<file path="src/rtl/mc_power_pkg.sv">
// Shared types and constants for the memory-controller power sequencer.
package mc_power_pkg;

   localparam int CNT_W           = 8;
   localparam int SAVE_CYC_DEF    = 2;
   localparam int RESTORE_CYC_DEF = 2;
   localparam int STEP_CYC_DEF    = 1;
   localparam int ACK_TIMEOUT_DEF = 16;

   typedef enum logic [3:0] {
      ST_ON       = 4'd0,
      ST_SAVE     = 4'd1,
      ST_ISO_ON   = 4'd2,
      ST_CLK_OFF  = 4'd3,
      ST_PWR_OFF  = 4'd4,
      ST_SRAM_OFF = 4'd5,
      ST_OFF      = 4'd6,
      ST_SRAM_ON  = 4'd7,
      ST_PWR_ON   = 4'd8,
      ST_CLK_ON   = 4'd9,
      ST_RESTORE  = 4'd10,
      ST_ISO_OFF  = 4'd11,
      ST_ERR      = 4'd12
   } pwr_state_t;

   typedef struct packed {
      logic pwr;
      logic save;
      logic restore;
      logic iso;
      logic clk_gate;
      logic sram;
   } dom_ctrl_t;

   localparam dom_ctrl_t CTRL_RST = '{pwr: 1'b1, save: 1'b0, restore: 1'b0,
                                      iso: 1'b0, clk_gate: 1'b1, sram: 1'b0};

   // A count of N cycles loads N-1: the entry edge is the first cycle.
   function automatic logic [CNT_W-1:0] cyc_load(input int unsigned cyc);
      return CNT_W'(cyc - 1);
   endfunction

endpackage

</file>
<file path="src/rtl/pwr_step_timer.sv">
// Loadable down-counter; done while the count sits at zero.
module pwr_step_timer
   import mc_power_pkg::*;
(
   input  logic             clk,
   input  logic             rstn,
   input  logic             load,
   input  logic [CNT_W-1:0] load_val,
   output logic             done
);

   logic [CNT_W-1:0] cnt;

   // Load on request, otherwise count down and stick at zero.
   always_ff @(posedge clk or negedge rstn) begin
      if (!rstn) begin
         cnt <= '0;
      end else if (load) begin
         cnt <= load_val;
      end else if (cnt != '0) begin
         cnt <= cnt - 1'b1;
      end
   end

   assign done = (cnt == '0);

endmodule

</file>
<file path="src/rtl/mc_power_ctrl.sv">
// Memory-controller power-domain sequencer (always-on domain).
//
// state    | meaning
// ON       | domain powered and running, waiting for pd_req
// SAVE     | retention save strobe high
// ISO_ON   | outputs clamped
// CLK_OFF  | controller clock stopped
// PWR_OFF  | supply removed, waiting for ack low
// SRAM_OFF | SRAM powered down
// OFF      | domain fully off, waiting for pu_req
// SRAM_ON  | SRAM powered back up
// PWR_ON   | supply restored, waiting for ack high
// CLK_ON   | controller clock running again
// RESTORE  | retention restore strobe high
// ISO_OFF  | clamps released
// ERR      | ack timeout, outputs frozen until reset
module mc_power_ctrl
   import mc_power_pkg::*;
#(
   parameter int SAVE_CYC    = SAVE_CYC_DEF,
   parameter int RESTORE_CYC = RESTORE_CYC_DEF,
   parameter int STEP_CYC    = STEP_CYC_DEF,
   parameter int ACK_TIMEOUT = ACK_TIMEOUT_DEF
)(
   input  logic clk,
   input  logic rstn,
   input  logic pd_req,
   input  logic pu_req,
   input  logic sram_pd_en,
   input  logic mc_pwr_ack,
   output logic mc_pwr,
   output logic mc_save,
   output logic mc_restore,
   output logic mc_iso,
   output logic mc_clk_gate,
   output logic sram_pwr,
   output logic busy,
   output logic off,
   output logic err
);

   pwr_state_t       state, state_nxt;
   dom_ctrl_t        ctrl, ctrl_nxt;
   logic             sram_lat;
   logic             tmr_load, tmr_done;
   logic [CNT_W-1:0] tmr_val;

   // Sequencing: dwell states leave on timer done, ack states on ack level.
   always_comb begin
      state_nxt = state;
      case (state)
         ST_ON:       if (pd_req)   state_nxt = ST_SAVE;
         ST_SAVE:     if (tmr_done) state_nxt = ST_ISO_ON;
         ST_ISO_ON:   if (tmr_done) state_nxt = ST_CLK_OFF;
         ST_CLK_OFF:  if (tmr_done) state_nxt = ST_PWR_OFF;
         ST_PWR_OFF: begin
            if (!mc_pwr_ack)   state_nxt = sram_lat ? ST_SRAM_OFF : ST_OFF;
            else if (tmr_done) state_nxt = ST_ERR;
         end
         ST_SRAM_OFF: if (tmr_done) state_nxt = ST_OFF;
         ST_OFF:      if (pu_req)   state_nxt = sram_lat ? ST_SRAM_ON : ST_PWR_ON;
         ST_SRAM_ON:  if (tmr_done) state_nxt = ST_PWR_ON;
         ST_PWR_ON: begin
            if (mc_pwr_ack)    state_nxt = ST_CLK_ON;
            else if (tmr_done) state_nxt = ST_ERR;
         end
         ST_CLK_ON:   if (tmr_done) state_nxt = ST_RESTORE;
         ST_RESTORE:  if (tmr_done) state_nxt = ST_ISO_OFF;
         ST_ISO_OFF:  if (tmr_done) state_nxt = ST_ON;
         ST_ERR:      state_nxt = ST_ERR;
         default:     state_nxt = ST_ON;
      endcase
   end

   // Timer reload value for the state being entered.
   always_comb begin
      tmr_val = '0;
      case (state_nxt)
         ST_SAVE:                tmr_val = cyc_load(SAVE_CYC);
         ST_RESTORE:             tmr_val = cyc_load(RESTORE_CYC);
         ST_PWR_OFF, ST_PWR_ON:  tmr_val = cyc_load(ACK_TIMEOUT);
         ST_ISO_ON, ST_CLK_OFF, ST_SRAM_OFF,
         ST_SRAM_ON, ST_CLK_ON, ST_ISO_OFF:
                                 tmr_val = cyc_load(STEP_CYC);
         default:                tmr_val = '0;
      endcase
   end

   assign tmr_load = (state_nxt != state);

   pwr_step_timer u_timer (
      .clk      (clk),
      .rstn     (rstn),
      .load     (tmr_load),
      .load_val (tmr_val),
      .done     (tmr_done)
   );

   // Controls are cumulative: each state touches only its own control.
   always_comb begin
      ctrl_nxt = ctrl;
      case (state_nxt)
         ST_SAVE:     ctrl_nxt.save = 1'b1;
         ST_ISO_ON: begin
            ctrl_nxt.save = 1'b0;
            ctrl_nxt.iso  = 1'b1;
         end
         ST_CLK_OFF:  ctrl_nxt.clk_gate = 1'b0;
         ST_PWR_OFF:  ctrl_nxt.pwr      = 1'b0;
         ST_SRAM_OFF: ctrl_nxt.sram     = 1'b1;
         ST_SRAM_ON:  ctrl_nxt.sram     = 1'b0;
         ST_PWR_ON:   ctrl_nxt.pwr      = 1'b1;
         ST_CLK_ON:   ctrl_nxt.clk_gate = 1'b1;
         ST_RESTORE:  ctrl_nxt.restore  = 1'b1;
         ST_ISO_OFF: begin
            ctrl_nxt.restore = 1'b0;
            ctrl_nxt.iso     = 1'b0;
         end
         default:     ctrl_nxt = ctrl;
      endcase
   end

   // State and registered outputs, decoded from the next state.
   always_ff @(posedge clk or negedge rstn) begin
      if (!rstn) begin
         state <= ST_ON;
         ctrl  <= CTRL_RST;
         busy  <= 1'b0;
         off   <= 1'b0;
         err   <= 1'b0;
      end else begin
         state <= state_nxt;
         ctrl  <= ctrl_nxt;
         busy  <= !(state_nxt inside {ST_ON, ST_OFF, ST_ERR});
         off   <= (state_nxt == ST_OFF);
         err   <= (state_nxt == ST_ERR);
      end
   end

   // SRAM power-down choice is captured once, when leaving ON.
   always_ff @(posedge clk or negedge rstn) begin
      if (!rstn) begin
         sram_lat <= 1'b0;
      end else if (state == ST_ON && pd_req) begin
         sram_lat <= sram_pd_en;
      end
   end

   assign mc_pwr      = ctrl.pwr;
   assign mc_save     = ctrl.save;
   assign mc_restore  = ctrl.restore;
   assign mc_iso      = ctrl.iso;
   assign mc_clk_gate = ctrl.clk_gate;
   assign sram_pwr    = ctrl.sram;

endmodule

</file>
<file path="config.mk">
export PLATFORM = sky130hd
export DESIGN_NAME = mc_power_ctrl
export DESIGN_NICKNAME = d
export VERILOG_FILES = /design/src/rtl/mc_power_pkg.sv /design/src/rtl/pwr_step_timer.sv /design/src/rtl/mc_power_ctrl.sv
export SDC_FILE = /design/constraint.sdc
export NUM_CORES = 1
export LEC_CHECK = 0
export CORE_MARGIN = 10
export CORE_UTILIZATION = 53
export CTS_BUF_LIST = sky130_fd_sc_hd__clkbuf_4 sky130_fd_sc_hd__clkbuf_8
export DETAILED_ROUTE_END_ITERATION = 8
export GPL_ROUTABILITY_DRIVEN = 0
export PLACE_DENSITY = 0.79
export SYNTH_ARGS = -nofsm -noshare
export SYNTH_HDL_FRONTEND = slang
export SYNTH_SLANG_ARGS = --single-unit
</file>
<file path="constraint.sdc">
create_clock -name clk -period 2.3 [get_ports clk]
set_input_delay 0.46 -clock clk [delete_from_list [all_inputs] [get_ports clk]]
set_output_delay 0.46 -clock clk [all_outputs]
set_load 0.01 [all_outputs]
</file>
==> impl_results.md, run 1 <==
- Top-area cell type share of the netlist area: 32.6%
- Post-Syn Instances: 166
- Register area: 556 um^2
- Hold Slack: 0.479 ns
- Root Buffer: clkbuf_4
- Placed cells: 230
- P_leak: 0.855 nW
- CP startpoint kind: flip-flop
- Sequential area share after synthesis: 36.1%
- WP data arrival: 2.62 ns
- Predominant post-synthesis flop cell: dfrtp_1
- CP Buf/Inv Count: 3
- Clk Latency, worst-skew pair: 0.33 ns
- Layout cells sized above 1: 38.9%
- Crit Path Max Fanout: 4
- Final net count: 217
- Post-synth ARST share: 100%
- Worst rel slew slack: 58.8%
- CTS tree: yes
- Final Core Density: 74.9%
- Fmax: 0.422 GHz
- Flops & latches, synth: 22
- First-pass GRT wire length: 7000 um
- Placed inst area: 1870 um^2
- DP HPWL: 3100 um
- Netlist cell types: 58
- GRT Total Usage: 16.1%
- Pwr dens: 1430 nW/um^2
- CTS buffer count: 3
- Clock sinks: 22
- Vias per cell: 6.51
- DR WL/cell: 20.3 um
- H-tree depth: 1
- Warnings, synthesis: 0
- Initial Util: 55.6%
- Port Buffers: 14
- Reg-to-reg critical path startpoint: u_timer.cnt[0]$_DFFE_PN0P_
- Chip Height: 73.8 um
- Peak VDD IR: 1.06 mV
- Largest registers: u_timer.cnt x8, state x4
- Routed via count: 1555
- RSZ-0062 raised after global routing: true
- Overflow after GRT: 0
- Core Box Area: 2760 um^2
- Final hold violations: 0
- Critical Path Source: u_timer.cnt[0]$_DFFE_PN0P_
- Status: finished, violations left
- Clk buf depth: 2
- Synthesized area per cell: 9.24 um^2
- Ports: 15
- Kind of critical path: flip-flop to flip-flop
- Critical-path cell list: inv_2 -> ha_4 -> or3b_4 -> o31ai_4 -> nand3_2 -> a211oi_2 -> buf_4 -> buf_4 -> a211oi_2 -> o31ai_2
- Synthesized Nets: 174
- Critical path's largest stage delay: 0.44 ns
- Worst-path clk slew: 0.13 ns
- Top cells by area, synth: dfrtp_1 33%, a21oi_1 3.9%, o21ai_0 3.9%, dfstp_2 3.4%, xor2_1 2.9%
- Final Max Slew Viols: 0
- Non-filler cells, final: 239
- Min Tclk post-route: 2.37 ns
- Worst path slowest cell: dfrtp_1
- Area leader, netlist: dfrtp_1
- WP data required: 2.55 ns
- Die Area: 5450 um^2
- Fillers: 180
- Pre-Repair DR Iteration Count: 6
- WL final: 4850 um
- Least-Margin Pin Slew: 0.610 ns
- Number of max-cap violations: 0
- Skew final: 0.00422 ns
- Setup_tns: -0.136 ns
- Antenna violation net count after detailed routing: 0
- Detailed-route DRC error count: 0
- Failing checks: negative setup slack
- Worst Hold Class: input port to async pin
- Tcrit/Tclk final: 103%
- Largest register FFs: 8
- Starting DRT DRC Count: 151
- Tot Pwr: 2.95 mW
- Post-Place Setup Slack: -0.380 ns
- # rows: 19
- Initial antenna violation count: 0
- Post-synth EDFFs: 0
- Final Cell Area: 2070 um^2
- CP delay by family, top: compound AO/OA/AOI/OAI gates
- Largest Register: u_timer.cnt
- Synthesized area: 1530 um^2
- N_diodes: 0
- Worst Setup End Kind: flip-flop
- Largest net degree at the start of global routing: 23
- Die X: 73.8 um
- Vias in the first global route: 1460
- Endpoints failing setup: 4
- Setup WS post-layout: -0.0719 ns
- Area occupied by multi-input gates: 1000 um^2
- Area growth from synthesis to layout: 34.7%
-- final cells by class --
type                    count  area share [%]
flip-flops and latches     22            26.9
clock buffers               4            1.45
inverters                  10            1.82
well taps                  31            1.88
repair buffers             48            19.3
multi-input cells         124            48.6
-- final timing paths --
kind / endpoint / cells after the start / slack, ns
worst max-delay path: u_timer.cnt[0]$_DFFE_PN0P_ / 10 / -0.07
worst min-delay path: mc_save$_DFFE_PN0P_ / 2 / 0.48
worst max register to register: u_timer.cnt[0]$_DFFE_PN0P_ / 10 / -0.07
worst min register to register: mc_clk_gate$_DFFE_PN1P_ / 2 / 0.51
max in group asynchronous: mc_pwr$_DFFE_PN1P_ / 2 / 1.54
min in group clk: mc_clk_gate$_DFFE_PN1P_ / 2 / 0.51
-- logic make-up after synthesis --
logic type / after synthesis / share of synthesized area, %
AO/OA/AOI/OAI: 48 / 22.3
XOR/XNOR: 8 / 4.57
adder cells (fa/ha/maj): 2 / 1.63
buffers and inverters: 20 / 6.20
flip-flops: 22 / 36.1
multiplexers: 6 / 4.16
AND/OR/NAND/NOR: 60 / 25.1
-- power by group --
part	internal [mW]	switching [mW]	leakage, nW
Sequential	0.518	0.140	0.268
Combinational	0.979	1.11	0.569
Clock	0.0800	0.128	0.0184
Total	1.58	1.37	0.855
-- routing by layer --
metal  share of wire [%]  wire [um]  global-route usage (%)
met5                   0          0                       0
met4                 3.1        148                    6.83
met3                 5.8        279                    4.44
met2                  50       2430                    27.2
met1                  41       1990                    18.6
-- synth_stat cells (all sizes together), types with 2 or more instances --
master,instances
xor2,5
and3,3
xnor2,3
nor3b,4
clkbuf,5
nand2,7
nand3,8
a2bb2oi,2
inv,10
a211oi,2
nor3,9
dfstp,2
ha,2
dfrtp,20
nor2b,4
buf,5
a31oi,2
mux2i,3
mux2,3
and4,3
or3b,3
nor4,2
o21ai,13
nor2,10
o31ai,3
a21oi,12
-- placed cells by master, fill, tap and decap left out, drive strengths merged, types with 4 or more instances in the layout --
cell type / count
clkbuf: 4
nand2: 7
o21ai: 13
inv: 10
nor2b: 4
nor3b: 4
nor3: 9
buf: 34
xor2: 5
nand3: 8
nor2: 10
dfrtp: 20
a21oi: 12
clkdlybuf4s50: 14
-- timing repair --
action,4_1_cts,5_1_grt
pin swaps,0,11
setup endpoints to repair,11,14
buffers inserted,0,5
hold buffers,0,0
gates resized for setup,8,24
Note: power is estimated with default switching activity, not from simulation.
==> inputs of run 2 (changes only) <==
--- a/config.mk
+++ b/config.mk
@@ -5,12 +5,14 @@
 export SDC_FILE = /design/constraint.sdc
 export NUM_CORES = 1
 export LEC_CHECK = 0
+export CAP_MARGIN = 20
 export CORE_MARGIN = 10
-export CORE_UTILIZATION = 53
+export CORE_UTILIZATION = 45
 export CTS_BUF_LIST = sky130_fd_sc_hd__clkbuf_4 sky130_fd_sc_hd__clkbuf_8
 export DETAILED_ROUTE_END_ITERATION = 8
 export GPL_ROUTABILITY_DRIVEN = 0
-export PLACE_DENSITY = 0.79
+export PLACE_DENSITY = 0.69
 export SYNTH_ARGS = -nofsm -noshare
 export SYNTH_HDL_FRONTEND = slang
+export SYNTH_HIERARCHICAL = 1
 export SYNTH_SLANG_ARGS = --single-unit
==> run 2 against run 1 <==
Effect of this change:
- the flow still finishes with violations (negative setup slack)
- synthesized area down 4.3%
- wire length down 5.0%
- largest cell class unchanged
- die area up 9.2%
- largest power group is now registers
- sequential cell count unchanged
- register-to-register slack worse by 0.36 ns
- global-route usage down 2.2 points
- critical path depth up 4
- utilization up 2.3 points
- synthesized cell count down 6.6%
- clock power up 42%
- non-clock buffer count up 27
- highest routed layer unchanged
==> impl_results.md, run 2 <==
- Final hold violations: 0 (unchanged)
- Antenna violation net count after detailed routing: 0 (unchanged)
- Placed cells: 249 (was 230)
- Top cells by area, synth: dfrtp_1 34%, a21oi_1 4.4%, dfstp_2 3.6%, xnor2_1 3.6%, nand2_1 3.1% (was dfrtp_1 33%, a21oi_1 3.9%, o21ai_0 3.9%, dfstp_2 3.4%, xor2_1 2.9%)
- Failing checks: negative setup slack (unchanged)
- Commonest cells after routing, fill and taps aside: 47 x buf_4, 20 x dfrtp_1, 14 x clkdlybuf4s50_1 (was 33 x buf_4, 18 x dfrtp_1, 14 x clkdlybuf4s50_1)
- H-tree depth: 1 (unchanged)
- WP data arrival: 2.96 ns (was 2.62 ns)
- Pre-Repair DR Iteration Count: 4 (was 6)
- Top-area cell type share of the netlist area: 34.1% (was 32.6%)
- Post-Place Setup Slack: -0.463 ns (was -0.380 ns)
- Hold Slack: 0.486 ns (was 0.479 ns)
- Detailed-route DRC error count: 0 (unchanged)
- WL final: 4600 um (was 4850 um)
- Worst rel slew slack: 55.6% (was 58.8%)
- Commonest cells post-synth: 20 x dfrtp_1, 13 x a21oi_1, 12 x nand2_1, 12 x nor2_1, 8 x o21ai_0 (was 20 x dfrtp_1, 12 x a21oi_1, 12 x o21ai_0, 10 x nor2_1, 9 x inv_1)
- Pwr dens: 298 nW/um^2 (was 1430 nW/um^2)
- Post-Syn Instances: 155 (was 166)
- Ports: 15 (unchanged)
- Worst Hold Class: input port to async pin (unchanged)
- Min Tclk post-route: 2.74 ns (was 2.37 ns)
- CTS tree: yes (unchanged)
- Clock sinks: 22 (unchanged)
- Largest net degree at the start of global routing: 15 (was 23)
- P_leak: 1.01 nW (was 0.855 nW)
- Worst-path clk slew: 0.13 ns (about the same)
- Endpoints failing setup: 17 (was 4)
- Area leader, netlist: dfrtp_1 (unchanged)
- DR WL/cell: 16.9 um (was 20.3 um)
- Crit Path Max Fanout: 5 (was 4)
- CTS buffer count: 3 (unchanged)
- Area growth from synthesis to layout: 62.0% (was 34.7%)
- Skew final: 0.00553 ns (was 0.00422 ns)
- Kind of critical path: flip-flop to flip-flop (unchanged)
- Setup WS post-layout: -0.436 ns (was -0.0719 ns)
- Non-filler cells, final: 273 (was 239)
- CP delay by family, top: compound AO/OA/AOI/OAI gates (unchanged)
- Worst Setup End Kind: flip-flop (unchanged)
- Routed via count: 1530 (was 1555)
- Synthesized area per cell: 9.47 um^2 (was 9.24 um^2)
- Post-synth ARST share: 100% (unchanged)
- Sequential area share after synthesis: 37.7% (was 36.1%)
- Layout cells sized above 1: 52.8% (was 38.9%)
- Vias per cell: 5.60 (was 6.51)
- Most frequent cell after synthesis: dfrtp_1 (unchanged)
- Initial Util: 47.7% (was 55.6%)
- Netlist cell types: 60 (was 58)
- Peak VDD IR: 0.276 mV (was 1.06 mV)
- Worst path slowest cell: dfrtp_1 (unchanged)
- Status: finished, violations left (unchanged)
- Clk Latency, worst-skew pair: 0.31 ns (was 0.33 ns)
- WP data required: 2.53 ns (was 2.55 ns)
- Final net count: 237 (was 217)
- Die Area: 5950 um^2 (was 5450 um^2)
- Least-Margin Pin Slew: 0.660 ns (was 0.610 ns)
- Chip Height: 77.1 um (was 73.8 um)
- N_diodes: 0 (unchanged)
- Fmax: 0.365 GHz (was 0.422 GHz)
- Largest register FFs: 8 (unchanged)
- Final Max Slew Viols: 0 (unchanged)
- Critical path's largest stage delay: 0.42 ns (was 0.44 ns)
- Most frequent cell on the critical path: a21oi_2
- Vias in the first global route: 1527 (was 1460)
- Largest registers: u_timer/cnt x8, state x4 (was u_timer.cnt x8, state x4)
- Overflow after GRT: 0 (unchanged)
- Synthesized area: 1470 um^2 (was 1530 um^2)
- Warnings, synthesis: 6 (was 0)
- Die X: 77.1 um (was 73.8 um)
- Root Buffer: clkbuf_4 (unchanged)
- Tcrit/Tclk final: 119% (was 103%)
- Predominant post-synthesis flop cell: dfrtp_1 (unchanged)
- RSZ-0062 raised after global routing: true (unchanged)
- CP startpoint kind: flip-flop (unchanged)
- Largest Register: u_timer/cnt (was u_timer.cnt)
- CP Buf/Inv Count: 3 (unchanged)
- Core Box Area: 3080 um^2 (was 2760 um^2)
- Port Buffers: 14 (unchanged)
- First-pass GRT wire length: 6980 um (was 7000 um)
- # rows: 20 (was 19)
- Post-synth EDFFs: 0 (unchanged)
- Starting DRT DRC Count: 144 (was 151)
- DP HPWL: 2930 um (was 3100 um)
- Hold Buf Count CTS: 0 (unchanged)
- Flops & latches, synth: 22 (unchanged)
- Number of max-cap violations: 0 (unchanged)
- Critical-path cell list: inv_2 -> ha_4 -> or3b_4 -> nor2_4 -> buf_12 -> a21oi_2 -> a221oi_2 -> a21oi_2 -> and2_4 -> xnor2_2 -> o211ai_1 -> buf_4 -> a21oi_2 -> a221oi_2 (was inv_2 -> ha_4 -> or3b_4 -> o31ai_4 -> nand3_2 -> a211oi_2 -> buf_4 -> buf_4 -> a211oi_2 -> o31ai_2)
- Commonest non-fill, non-tap cell in the layout: buf_4 (unchanged)
- Setup_tns: -4.53 ns (was -0.136 ns)
- Initial antenna violation count: 0 (unchanged)
- GRT Total Usage: 13.9% (was 16.1%)
- Clk buf depth: 2 (unchanged)
[run 2: cell count changes in the layout (fill, tap and decap cells not counted), moves of 3 or more]
cell     change
buf_6       +12
nand3_1      -3
nor2b_1      -4
conb_1       +4
a21oi_2      +3
buf_4       +14
o21ai_0      -3
mux2i_1      -3
xor2_1       -5
inv_1        -4
nand2_2      +3
a21oi_1      -3
[run 2: report_power, final]
group | switching, mW | internal [mW] | leakage, nW
sequential | 0.00123 | 0.388 | 0.259
clock | 0.119 | 0.176 | 0.0279
combinational | 0.0125 | 0.0118 | 0.723
total | 0.133 | 0.576 | 1.01
[run 2: layout make-up]
class,instances,area (um^2)
inverter,8,42.5
fill,202,701
timing repair buffer,75,659
sequential,22,553
multi-input combinational,120,1010
clock buffer,3,22.5
tap,44,55.1
clock inverter,1,30.0
[run 2: logic make-up (layout without fill, tap and decap cells)]
group           count (synthesis)  count (layout)  synth area share (%)
xor+xnor                        7               7                  4.69
fa+ha+maj                       1               1                 0.852
compound gates                 47              47                  24.3
simple gates                   60              60                  24.0
other cells                     1               4                 0.256
buf+inv                        16              87                  7.50
flops                          22              22                  37.7
mux                             1               1                 0.767
[run 2: path summary, 6_finish.rpt]
path                       depth (start not counted)                          to  slack (ns)                  startpoint
max in group asynchronous                          2  u_timer/cnt[2]$_DFFE_PN0P_        1.24                        rstn
min in group clk                                   2          mc_pwr$_DFFE_PN1P_        0.51          mc_pwr$_DFFE_PN1P_
hold / removal                                     1               off$_DFF_PN0_        0.49                        rstn
setup / recovery                                  14  u_timer/cnt[5]$_DFFE_PN0P_       -0.44  u_timer/cnt[0]$_DFFE_PN0P_
hold reg to reg                                    2          mc_pwr$_DFFE_PN1P_        0.51          mc_pwr$_DFFE_PN1P_
setup reg to reg                                  14  u_timer/cnt[5]$_DFFE_PN0P_       -0.44  u_timer/cnt[0]$_DFFE_PN0P_
[run 2: through the flow]
step	util, %	power, mW	area (um^2)
after floorplan	-	0.399	1530
after global placement	63.3	0.419	1950
after detailed placement	63.3	0.419	1950
after CTS	70.7	0.712	2180
after global routing	77.2	0.736	2380
final	77.2	0.708	2380
[run 2: per-layer routing]
metal,global-route usage (%),wire [um],up-vias
li1,-,-,711
met1,16.2,1910,757
met2,24.5,2370,50
met3,3.61,242,12
met4,3.83,80,0
met5,0,0,-
[run 2: worst register-to-register path: stages (launching register included)]
cell and delay [ns]:
dfrtp_1 0.42, inv_2 0.08, ha_4 0.12, or3b_4 0.40
nor2_4 0.15, buf_12 0.12, a21oi_2 0.05, a221oi_2 0.25
a21oi_2 0.07, and2_4 0.16, xnor2_2 0.12, o211ai_1 0.21
buf_4 0.23, a21oi_2 0.04, a221oi_2 0.24
[run 2: repair_timing]
item,4_1_cts,5_1_grt
gates resized for setup,24,28
setup endpoints to repair,20,21
setup buffers,9,11
cloned,1,0
pin swaps,19,18
hold endpoints to repair,0,0
==> inputs of run 3 (changes only) <==
--- a/config.mk
+++ b/config.mk
@@ -5,10 +5,10 @@
 export SDC_FILE = /design/constraint.sdc
 export NUM_CORES = 1
 export LEC_CHECK = 0
-export CAP_MARGIN = 20
 export CORE_MARGIN = 10
 export CORE_UTILIZATION = 45
 export CTS_BUF_LIST = sky130_fd_sc_hd__clkbuf_4 sky130_fd_sc_hd__clkbuf_8
+export CTS_CLUSTER_DIAMETER = 50
 export DETAILED_ROUTE_END_ITERATION = 8
 export GPL_ROUTABILITY_DRIVEN = 0
 export PLACE_DENSITY = 0.69
==> results of run 3 <==
Same layout as run 2: the final DEF is identical, and so are final timing and power.
